==> src/rtl/hazard_ctrl_if.sv <==
// hazard_ctrl_if
//   Bundles the signals exchanged between the pipeline datapath and the
//   hazard controller.
//   master : pipeline side. It drives register identifiers and EX/MEM/WB
//            status, and it consumes the stall, flush and forward controls.
//   slave  : hazard controller side.
//   Signals:
//     D_Rs1, D_Rs2        source registers of the instruction in ID
//     E_Rs1, E_Rs2, E_Rd  source/destination registers of the instruction in EX
//     E_ResultSrc         2'b01 marks a load in EX
//     E_PCSrc             taken branch or jump resolved in EX
//     E_DivStart          divide/remainder instruction present in EX
//     M_Rd, M_RegWrite    destination and write enable in MEM
//     W_Rd, W_RegWrite    destination and write enable in WB
//     F_Stall, D_Stall    hold PC / IF_ID
//     D_Flush             clear IF_ID
//     E_Stall, E_Flush    hold / clear ID_EX
//     M_Flush             clear EX_MEM
//     E_ForwardA/B        EX operand mux selects (00 RF, 01 WB, 10 MEM)
//     E_DivBusy           divide interlock active
//     E_DivDone           divide in its final cycle
//     StallCount          saturating count of F_Stall cycles
interface hazard_ctrl_if #(
  parameter int CNT_WIDTH = 32
);
  logic [4:0]           D_Rs1;
  logic [4:0]           D_Rs2;
  logic [4:0]           E_Rs1;
  logic [4:0]           E_Rs2;
  logic [4:0]           E_Rd;
  logic [1:0]           E_ResultSrc;
  logic                 E_PCSrc;
  logic                 E_DivStart;
  logic [4:0]           M_Rd;
  logic                 M_RegWrite;
  logic [4:0]           W_Rd;
  logic                 W_RegWrite;
  logic                 F_Stall;
  logic                 D_Stall;
  logic                 D_Flush;
  logic                 E_Stall;
  logic                 E_Flush;
  logic                 M_Flush;
  logic [1:0]           E_ForwardA;
  logic [1:0]           E_ForwardB;
  logic                 E_DivBusy;
  logic                 E_DivDone;
  logic [CNT_WIDTH-1:0] StallCount;

  modport master (
    output D_Rs1, D_Rs2, E_Rs1, E_Rs2, E_Rd, E_ResultSrc, E_PCSrc,
           E_DivStart, M_Rd, M_RegWrite, W_Rd, W_RegWrite,
    input  F_Stall, D_Stall, D_Flush, E_Stall, E_Flush, M_Flush,
           E_ForwardA, E_ForwardB, E_DivBusy, E_DivDone, StallCount
  );

  modport slave (
    input  D_Rs1, D_Rs2, E_Rs1, E_Rs2, E_Rd, E_ResultSrc, E_PCSrc,
           E_DivStart, M_Rd, M_RegWrite, W_Rd, W_RegWrite,
    output F_Stall, D_Stall, D_Flush, E_Stall, E_Flush, M_Flush,
           E_ForwardA, E_ForwardB, E_DivBusy, E_DivDone, StallCount
  );
endinterface

==> src/rtl/hazard_ctrl.sv <==
// hazard_ctrl
//   Pipeline hazard controller. It generates the flush, stall and forward
//   controls for the F, IF_ID, ID_EX and EX_MEM registers and for the EX
//   operand muxes. The controls come from the following logic:
//     - combinational load-use detection, branch/jump flush and forwarding
//     - a multi-cycle divide interlock (IDLE/BUSY/DONE FSM with a counter)
//     - a saturating count of cycles in which fetch was stalled
//   Parameters:
//     DIV_CYCLES  total EX occupancy of a divide, start cycle included (2..31)
//     CNT_WIDTH   width of StallCount; it must match the interface
//   Ports:
//     clk    rising-edge clock
//     rst_n  asynchronous active-low reset. While it is low, every control
//            output is forced to 0.
//     hz     hazard_ctrl_if.slave. It carries all pipeline status and controls.
module hazard_ctrl #(
  parameter int DIV_CYCLES = 8,
  parameter int CNT_WIDTH  = 32
) (
  input  logic          clk,
  input  logic          rst_n,
  hazard_ctrl_if.slave  hz
);

  typedef enum logic [1:0] {
    IDLE = 2'd0,
    BUSY = 2'd1,
    DONE = 2'd2
  } div_state_e;

  // The start cycle is spent in IDLE, and the last cycle is spent in DONE.
  // BUSY therefore lasts DIV_CYCLES-2 cycles. The counter is loaded with the
  // number of BUSY cycles that remain after the first one. A 2-cycle divide
  // has no BUSY cycle, so it goes straight from IDLE to DONE.
  localparam logic [4:0] CNT_LOAD  = (DIV_CYCLES >= 3) ? 5'(DIV_CYCLES - 3) : 5'd0;
  localparam bit         SHORT_DIV = (DIV_CYCLES <= 2);

  div_state_e           state;
  div_state_e           state_next;
  logic [4:0]           cnt;
  logic [4:0]           cnt_next;
  logic [CNT_WIDTH-1:0] stall_count;

  logic                 div_hold;
  logic                 lw_stall;
  logic                 f_stall;
  logic                 d_stall;
  logic                 d_flush;
  logic                 e_stall;
  logic                 e_flush;
  logic                 m_flush;
  logic [1:0]           fwd_a;
  logic [1:0]           fwd_b;
  logic                 div_done;

  // A source operand takes the youngest in-flight result. MEM takes priority
  // over WB. A result for x0 is never forwarded because x0 always reads 0.
  function automatic logic [1:0] fwd_sel(
    input logic [4:0] rs,
    input logic [4:0] m_rd,
    input logic       m_we,
    input logic [4:0] w_rd,
    input logic       w_we
  );
    if (m_we && (m_rd != 5'd0) && (m_rd == rs)) begin
      return 2'b10;
    end else if (w_we && (w_rd != 5'd0) && (w_rd == rs)) begin
      return 2'b01;
    end else begin
      return 2'b00;
    end
  endfunction

  // Divide FSM: state and counter registers.
  always_ff @(posedge clk or negedge rst_n) begin
    if (!rst_n) begin
      state <= IDLE;
      cnt   <= 5'd0;
    end else begin
      state <= state_next;
      cnt   <= cnt_next;
    end
  end

  // Divide FSM: next-state logic. BUSY and DONE ignore E_DivStart. The divide
  // is still in EX during those states, so it cannot restart itself.
  always_comb begin
    state_next = state;
    cnt_next   = cnt;
    unique case (state)
      IDLE: begin
        if (hz.E_DivStart) begin
          if (SHORT_DIV) begin
            state_next = DONE;
          end else begin
            state_next = BUSY;
            cnt_next   = CNT_LOAD;
          end
        end
      end
      BUSY: begin
        if (cnt == 5'd0) begin
          state_next = DONE;
        end else begin
          cnt_next = cnt - 5'd1;
        end
      end
      DONE: begin
        state_next = IDLE;
      end
      default: begin
        state_next = IDLE;
      end
    endcase
  end

  // Divide FSM and hazard outputs.
  // A divide occupying EX freezes everything upstream and sends a bubble into
  // MEM. While a divide is in EX, no branch can be resolving, and any
  // load-use hazard in ID is simply held. All outputs are gated by rst_n, so
  // they drop as soon as reset asserts, with no wait for a clock edge.
  always_comb begin
    div_hold = 1'b0;
    lw_stall = 1'b0;
    f_stall  = 1'b0;
    d_stall  = 1'b0;
    d_flush  = 1'b0;
    e_stall  = 1'b0;
    e_flush  = 1'b0;
    m_flush  = 1'b0;
    fwd_a    = 2'b00;
    fwd_b    = 2'b00;
    div_done = 1'b0;

    if (rst_n) begin
      div_hold = ((state == IDLE) && hz.E_DivStart) || (state == BUSY);
      div_done = (state == DONE);
      lw_stall = (hz.E_ResultSrc == 2'b01) && (hz.E_Rd != 5'd0) &&
                 ((hz.E_Rd == hz.D_Rs1) || (hz.E_Rd == hz.D_Rs2));
      fwd_a    = fwd_sel(hz.E_Rs1, hz.M_Rd, hz.M_RegWrite, hz.W_Rd, hz.W_RegWrite);
      fwd_b    = fwd_sel(hz.E_Rs2, hz.M_Rd, hz.M_RegWrite, hz.W_Rd, hz.W_RegWrite);

      if (div_hold) begin
        f_stall = 1'b1;
        d_stall = 1'b1;
        e_stall = 1'b1;
        m_flush = 1'b1;
      end else begin
        // A load-use hazard and a taken branch can occur in the same cycle.
        // In that case both stall and flush are raised. The redirected fetch
        // makes the flush the effective action.
        f_stall = lw_stall;
        d_stall = lw_stall;
        d_flush = hz.E_PCSrc;
        e_flush = lw_stall | hz.E_PCSrc;
      end
    end
  end

  // Performance counter: counts cycles with fetch stalled and holds at all-ones.
  always_ff @(posedge clk or negedge rst_n) begin
    if (!rst_n) begin
      stall_count <= '0;
    end else if (f_stall && (stall_count != {CNT_WIDTH{1'b1}})) begin
      stall_count <= stall_count + CNT_WIDTH'(1);
    end
  end

  assign hz.F_Stall    = f_stall;
  assign hz.D_Stall    = d_stall;
  assign hz.D_Flush    = d_flush;
  assign hz.E_Stall    = e_stall;
  assign hz.E_Flush    = e_flush;
  assign hz.M_Flush    = m_flush;
  assign hz.E_ForwardA = fwd_a;
  assign hz.E_ForwardB = fwd_b;
  assign hz.E_DivBusy  = div_hold;
  assign hz.E_DivDone  = div_done;
  assign hz.StallCount = stall_count;

endmodule

==> src/flat_wrapper.sv <==
// flat-port wrapper written by rule: the top's interface ports become plain ports
module hazard_ctrl_flat 
#(
  parameter int DIV_CYCLES = 8,
  parameter int CNT_WIDTH  = 32
)
  (clk, rst_n, hz_D_Rs1, hz_D_Rs2, hz_E_Rs1, hz_E_Rs2, hz_E_Rd, hz_E_ResultSrc, hz_E_PCSrc, hz_E_DivStart, hz_M_Rd, hz_M_RegWrite, hz_W_Rd, hz_W_RegWrite, hz_F_Stall, hz_D_Stall, hz_D_Flush, hz_E_Stall, hz_E_Flush, hz_M_Flush, hz_E_ForwardA, hz_E_ForwardB, hz_E_DivBusy, hz_E_DivDone, hz_StallCount);
  hazard_ctrl_if #(.CNT_WIDTH(CNT_WIDTH)) hz_i ();
  input  logic clk;
  input  logic rst_n;
  input wire logic [$bits(hz_i.D_Rs1)-1:0] hz_D_Rs1;
  input wire logic [$bits(hz_i.D_Rs2)-1:0] hz_D_Rs2;
  input wire logic [$bits(hz_i.E_Rs1)-1:0] hz_E_Rs1;
  input wire logic [$bits(hz_i.E_Rs2)-1:0] hz_E_Rs2;
  input wire logic [$bits(hz_i.E_Rd)-1:0] hz_E_Rd;
  input wire logic [$bits(hz_i.E_ResultSrc)-1:0] hz_E_ResultSrc;
  input wire logic [$bits(hz_i.E_PCSrc)-1:0] hz_E_PCSrc;
  input wire logic [$bits(hz_i.E_DivStart)-1:0] hz_E_DivStart;
  input wire logic [$bits(hz_i.M_Rd)-1:0] hz_M_Rd;
  input wire logic [$bits(hz_i.M_RegWrite)-1:0] hz_M_RegWrite;
  input wire logic [$bits(hz_i.W_Rd)-1:0] hz_W_Rd;
  input wire logic [$bits(hz_i.W_RegWrite)-1:0] hz_W_RegWrite;
  output wire logic [$bits(hz_i.F_Stall)-1:0] hz_F_Stall;
  output wire logic [$bits(hz_i.D_Stall)-1:0] hz_D_Stall;
  output wire logic [$bits(hz_i.D_Flush)-1:0] hz_D_Flush;
  output wire logic [$bits(hz_i.E_Stall)-1:0] hz_E_Stall;
  output wire logic [$bits(hz_i.E_Flush)-1:0] hz_E_Flush;
  output wire logic [$bits(hz_i.M_Flush)-1:0] hz_M_Flush;
  output wire logic [$bits(hz_i.E_ForwardA)-1:0] hz_E_ForwardA;
  output wire logic [$bits(hz_i.E_ForwardB)-1:0] hz_E_ForwardB;
  output wire logic [$bits(hz_i.E_DivBusy)-1:0] hz_E_DivBusy;
  output wire logic [$bits(hz_i.E_DivDone)-1:0] hz_E_DivDone;
  output wire logic [$bits(hz_i.StallCount)-1:0] hz_StallCount;
  assign hz_i.D_Rs1 = hz_D_Rs1;
  assign hz_i.D_Rs2 = hz_D_Rs2;
  assign hz_i.E_Rs1 = hz_E_Rs1;
  assign hz_i.E_Rs2 = hz_E_Rs2;
  assign hz_i.E_Rd = hz_E_Rd;
  assign hz_i.E_ResultSrc = hz_E_ResultSrc;
  assign hz_i.E_PCSrc = hz_E_PCSrc;
  assign hz_i.E_DivStart = hz_E_DivStart;
  assign hz_i.M_Rd = hz_M_Rd;
  assign hz_i.M_RegWrite = hz_M_RegWrite;
  assign hz_i.W_Rd = hz_W_Rd;
  assign hz_i.W_RegWrite = hz_W_RegWrite;
  assign hz_F_Stall = hz_i.F_Stall;
  assign hz_D_Stall = hz_i.D_Stall;
  assign hz_D_Flush = hz_i.D_Flush;
  assign hz_E_Stall = hz_i.E_Stall;
  assign hz_E_Flush = hz_i.E_Flush;
  assign hz_M_Flush = hz_i.M_Flush;
  assign hz_E_ForwardA = hz_i.E_ForwardA;
  assign hz_E_ForwardB = hz_i.E_ForwardB;
  assign hz_E_DivBusy = hz_i.E_DivBusy;
  assign hz_E_DivDone = hz_i.E_DivDone;
  assign hz_StallCount = hz_i.StallCount;
  hazard_ctrl #(.DIV_CYCLES(DIV_CYCLES), .CNT_WIDTH(CNT_WIDTH)) u_core (.clk(clk), .rst_n(rst_n), .hz(hz_i));
endmodule
==> config.mk <==
export PLATFORM = sky130hd
export DESIGN_NAME = hazard_ctrl_flat
export DESIGN_NICKNAME = d
export VERILOG_FILES = /design/src/rtl/hazard_ctrl_if.sv /design/src/rtl/hazard_ctrl.sv /design/src/flat_wrapper.sv
export SDC_FILE = /design/constraint.sdc
export NUM_CORES = 1
export LEC_CHECK = 0
export ABC_CLOCK_PERIOD_IN_PS = 4100
export BUFFER_PORTS_ARGS = -buffer_cell sky130_fd_sc_hd__buf_4
export CAP_MARGIN = 20
export CORE_MARGIN = 1
export CORE_UTILIZATION = 37
export DETAILED_ROUTE_END_ITERATION = 12
export MAX_ROUTING_LAYER = met4
export PLACE_DENSITY_LB_ADDON = 0.12
export REMOVE_ABC_BUFFERS = 1
export SYNTH_ARGS = -nofsm -noshare
export SYNTH_HDL_FRONTEND = slang
export SYNTH_SLANG_ARGS = --single-unit
==> constraint.sdc <==
create_clock -name clk -period 4.1 [get_ports clk]
set_input_delay 0.82 -clock clk [delete_from_list [all_inputs] [get_ports clk]]
set_output_delay 0.82 -clock clk [all_outputs]
set_load 0.03 [all_outputs]
# [Yosys cells after proc, flatten, opt, wreduce, memory -nomap -nowiden]
# Cells that the tools add are included.
[op_classes] add_sub_neg=2 n_eq_ne=13 mux=22 n_bitwise=1 n_reduce_logical=20
[op_table] op="32-bit by 1-bit adder with 32-bit output (second input constant)" count=1
[op_table] op="32-bit inequality test (second input constant)" count=1
[op_table] op="5-bit == test" count=6
[op_table] op="5-bit nonzero test" count=3
[op_table] op="1-bit 2-to-1 mux" count=12
[op_table] op="2-bit 2-to-1 mux" count=6
[op_table] op="1-bit logical AND" count=10
[op_table] op="5-bit 2-to-1 mux" count=2
[op_table] op="5-bit case mux with 2 select lines" count=1
[op_table] op="5-bit zero test" count=1
[op_table] op="5-bit by 1-bit subtractor with 5-bit output (second input constant)" count=1
[op_table] op="2-bit by 1-bit == test with 1-bit output (second input constant)" count=2
[op_table] op="2-bit inequality test (second input constant)" count=2
[op_table] op="2-bit case mux with 2 select lines" count=1
[op_table] op="3-bit AND reduction" count=1
[op_table] op="2-bit == test (second input constant)" count=1
[op_table] op="2-bit zero test" count=1
[op_table] op="1-bit logical OR" count=2
[op_table] op="2-bit by 1-bit inequality test with 1-bit output (second input constant)" count=1
[op_table] op="2-bit AND reduction" count=1
[op_table] op="2-bit nonzero test" count=1
[op_table] op="1-bit bitwise OR" count=1
[word_totals] register_bits=39 in_bits=43 output_inout_bits=44 wordCells=61

# [Logic depth before layout (Yosys ltp)]
[depth] word_depth=6 mapped_depth=9

# [Worst setup path before layout]
# No wires, ideal clock.
[synth_timing] path_type="in2out" from="in hz_M_Rd[0]" to="out hz_E_ForwardA[0]" t_arrival_ps=2615 setup_slack_ps=665 path_stages=4 path_buffers=0 cell_sequence="or4_1 -> o21ai_0 -> nor4_1 -> nor4_1"
[synth_between] elab_chain_cells=5 elab_cells_between_ends=6 cone_classes="1 x eq/ne; 2 x mux; 3 x reduce/logical"
[synth_lines] element="start, declared" line_no="flat_wrapper.sv:19" text="input wire logic [$bits(hz_i.M_Rd)-1:0] hz_M_Rd;"
[synth_lines] element="5-bit nonzero test" line_no="hazard_ctrl.sv:65" text="if (m_we && (m_rd != 5'd0) && (m_rd == rs)) begin"
[synth_lines] element="1-bit logical AND" line_no="hazard_ctrl.sv:65"
[synth_lines] element="1-bit logical AND *" line_no="hazard_ctrl.sv:65"
[synth_lines] element="2-bit 2-to-1 mux *" line_no="hazard_ctrl.sv:65"
[synth_lines] element="2-bit 2-to-1 mux *" line_no="hazard_ctrl.sv:135" text="if (rst_n) begin"
[synth_lines] element="end, declared" line_no="flat_wrapper.sv:29" text="output wire logic [$bits(hz_i.E_ForwardA)-1:0] hz_E_ForwardA;"
# Mark *: on every way between the ends. The rest lies on a longest branch, timed or not.

# [Worst setup path in the final report]
# Same ends and word-level chain as after synthesis.

==> flow_summary.json <==
{
  "core-area_um2": 6100,
  "postRouteAntennaNets": 0,
  "synthMuxAreaShare_pct": 0.469,
  "grt_max_degree": 33,
  "hp-class": "in -> async",
  "total_power_mw": 1.32,
  "vias": 2081,
  "max-vdd-ir-drop_mv": 0.413,
  "fin_setup_tns_ps": 0,
  "layout-drive-gt1-share_pct": 30.7,
  "clock-root-buffer": "clkbuf_8",
  "clk_pin_slew_ps": 70,
  "die_y_um": 82.5,
  "vias_per_cell": 5.08,
  "status": "finished clean",
  "synth_top_family_by_area": "simple AND/OR/NAND/NOR gates",
  "numCtsBuffers": 5,
  "synth_most_common_cell": "xnor2_1",
  "synth_fa_ha_area_share_pct": 1.04,
  "worstPathArrival_ps": 2290,
  "setup_slack_ps": 985,
  "die-area_um2": 6810,
  "htreeDepth": 2,
  "rrSetupSlack_ps": 1380,
  "multi_input_area_um2": 1350,
  "cts_setup_buffers": 0,
  "pin_count": 87,
  "synth_top_cell_by_area": "dfrtp_1",
  "p_leak_nw": 1.48,
  "yosysTopAreaCellShare_pct": 40.7,
  "slew_headroom_pct": 34.4,
  "finalCritPeriodShare_pct": 76.0,
  "dp_slack_ps": 982,
  "cts_sinks": 39,
  "skew_ps": 8.45,
  "cp_max_fo": 3,
  "synth_compound_area_share_pct": 2.97,
  "synthTopCellsByArea": "dfrtp_1 41%, xnor2_1 16%, xor2_1 6.6%",
  "synthTopCellsByCount": "45 x xnor2_1, 39 x dfrtp_1, 24 x nand2_1, 19 x nand3_1, 18 x xor2_1",
  "place_inst": 402,
  "rsz0062_at_grt": "no",
  "grt_overflow_total": 0,
  "power.density_nw_per_um2": 411,
  "cts_max_path_buffers": 2,
  "gp_congestion": 0.861,
  "slew_viol_final": 0,
  "insertion_delay_ps": 290,
  "yosys_most_used_dff": "dfrtp_1",
  "start_util_pct": 39.3,
  "port_buffers": 86,
  "drt_iter0_drc": 65,
  "drc": 0,
  "diodes": 0,
  "worstMarginPinSlew_ps": 968,
  "synth_area_per_cell_um2": 9.63,
  "layout.cells.non_filler": 410,
  "synth_cells": 249,
  "regToRegStartpoint": "u_core.hz.StallCount[0]",
  "wl_per_cell_um": 13.7,
  "fin_crit_ps": 3110,
  "criticalPathCategory": "in -> out",
  "r2r_end": "u_core.hz.StallCount[1]",
  "async_flop_share_pct": 100,
  "crit_required_ps": 3280,
  "finalHoldViolCount": 0,
  "synth_warnings": 0,
  "die_w_um": 82.5,
  "rows": 28,
  "nNetsFinal": 379,
  "antenna_found_initial": 0,
  "synth_seq_cells": 39,
  "dr.pass1.iters": 4,
  "yosysSeqAreaShare_pct": 40.7,
  "cts_resized": 0,
  "grtUsageTotal_pct": 17.8,
  "max_freq_ghz": 0.321,
  "cts_tree": "done",
  "cap_violations": 0,
  "netlist_area_um2": 2400,
  "hold_buffers": 0,
  "synth_edf_count": 0,
  "areaGrowthSynthToFinish_pct": 34.2,
  "seq_area_um2": 976,
  "cp-start-kind": "input port",
  "endpoint_kind": "output pin",
  "reg2reg_depth": 7,
  "grt_pass1_vias": 1904,
  "yosys.area_share.simple_pct": 28.7,
  "ys_types": 42,
  "setup_viol": 0,
  "hpwlAfterDp_um": 4220,
  "wl_um": 5610,
  "grt_pass1_wl_um": 8980,
  "num-fill-cells": 597,
  "synthXorXnorAreaFrac_pct": 23.0
}
==> sequential cells by signal (all words and copies together), names as in the netlist <==
| signal | count |
|---|---|
| u_core.cnt | 5 |
| u_core.hz.StallCount | 32 |
| u_core.state | 2 |
==> final cells by class <==
| class | instances | share of cell area [%] |
|---|---|---|
| inverters | 2 | 0.233 |
| multi-input cells | 198 | 41.9 |
| clock inverters | 2 | 1.87 |
| clock buffers | 6 | 2.25 |
| well taps | 75 | 2.91 |
| flip-flops and latches | 39 | 30.3 |
| repair buffers | 88 | 20.5 |
==> report_power, final <==
part / total (mW) / switching (mW) / internal [mW]
combinational: 0.447 / 0.253 / 0.194
clock: 0.372 / 0.129 / 0.243
sequential: 0.505 / 0.0627 / 0.442
total: 1.32 / 0.445 / 0.879
==> cells by family after synthesis <==
kind of cell	after synthesis
buf+inv	12
fa+ha+maj	2
flops	39
simple gates	121
xor+xnor	63
compound gates	11
mux	1
==> layer usage <==
layer | track usage [%] | part of all wire [%]
met2 | 28.5 | 45
met3 | 3.96 | 8.3
met4 | 5.00 | 0.94
met5 | - | 0
met1 | 22.8 | 45
==> worst max-delay path, stage by stage <==
cell and delay, ps:
buf_4 130, or4_1 500, o21ai_0 210, nor4_1 100, nor4_1 310, buf_4 220
==> cells in the final DEF (no fill, tap or decap), drive strengths merged, types with 2 or more instances in the layout <==
| cell | instances |
|---|---|
| xnor2 | 45 |
| o21ai | 2 |
| and3 | 17 |
| ha | 2 |
| nand3b | 2 |
| dfrtp | 39 |
| nand4 | 10 |
| xor2 | 18 |
| and2 | 7 |
| nand2b | 2 |
| bufinv | 2 |
| nor4 | 5 |
| and3b | 3 |
| nor2 | 9 |
| or4 | 5 |
| nand3 | 21 |
| nand2 | 25 |
| buf | 88 |
| a21oi | 2 |
| nor3 | 6 |
| and4 | 3 |
| nor3b | 3 |
| inv | 2 |
| nor2b | 2 |
| clkbuf | 6 |
==> worst max-delay path by stage <==
stage,cells past startpoint,end,slack (ps),startpoint
floorplan,4,hz_D_Stall,660,hz_E_DivStart
global placement,6,hz_E_ForwardA[0],1020,hz_M_Rd[0]
detailed placement,6,hz_E_ForwardA[0],980,hz_M_Rd[0]
CTS,6,hz_E_ForwardA[0],980,hz_M_Rd[0]
global route,6,hz_E_ForwardA[0],790,hz_M_Rd[0]
finish,6,hz_E_ForwardA[0],990,hz_M_Rd[0]
==> metrics by stage <==
stage                     hold slack, ps  area, um^2  util, %
after floorplan                      448        2330        -
after detailed placement             485        3090     50.6
after global placement               463        3090     50.6
final                                372        3220     52.8
after CTS                            369        3220     52.8
after global routing                 369        3220     52.8
No activity file was read; power rests on OpenSTA's default activity.
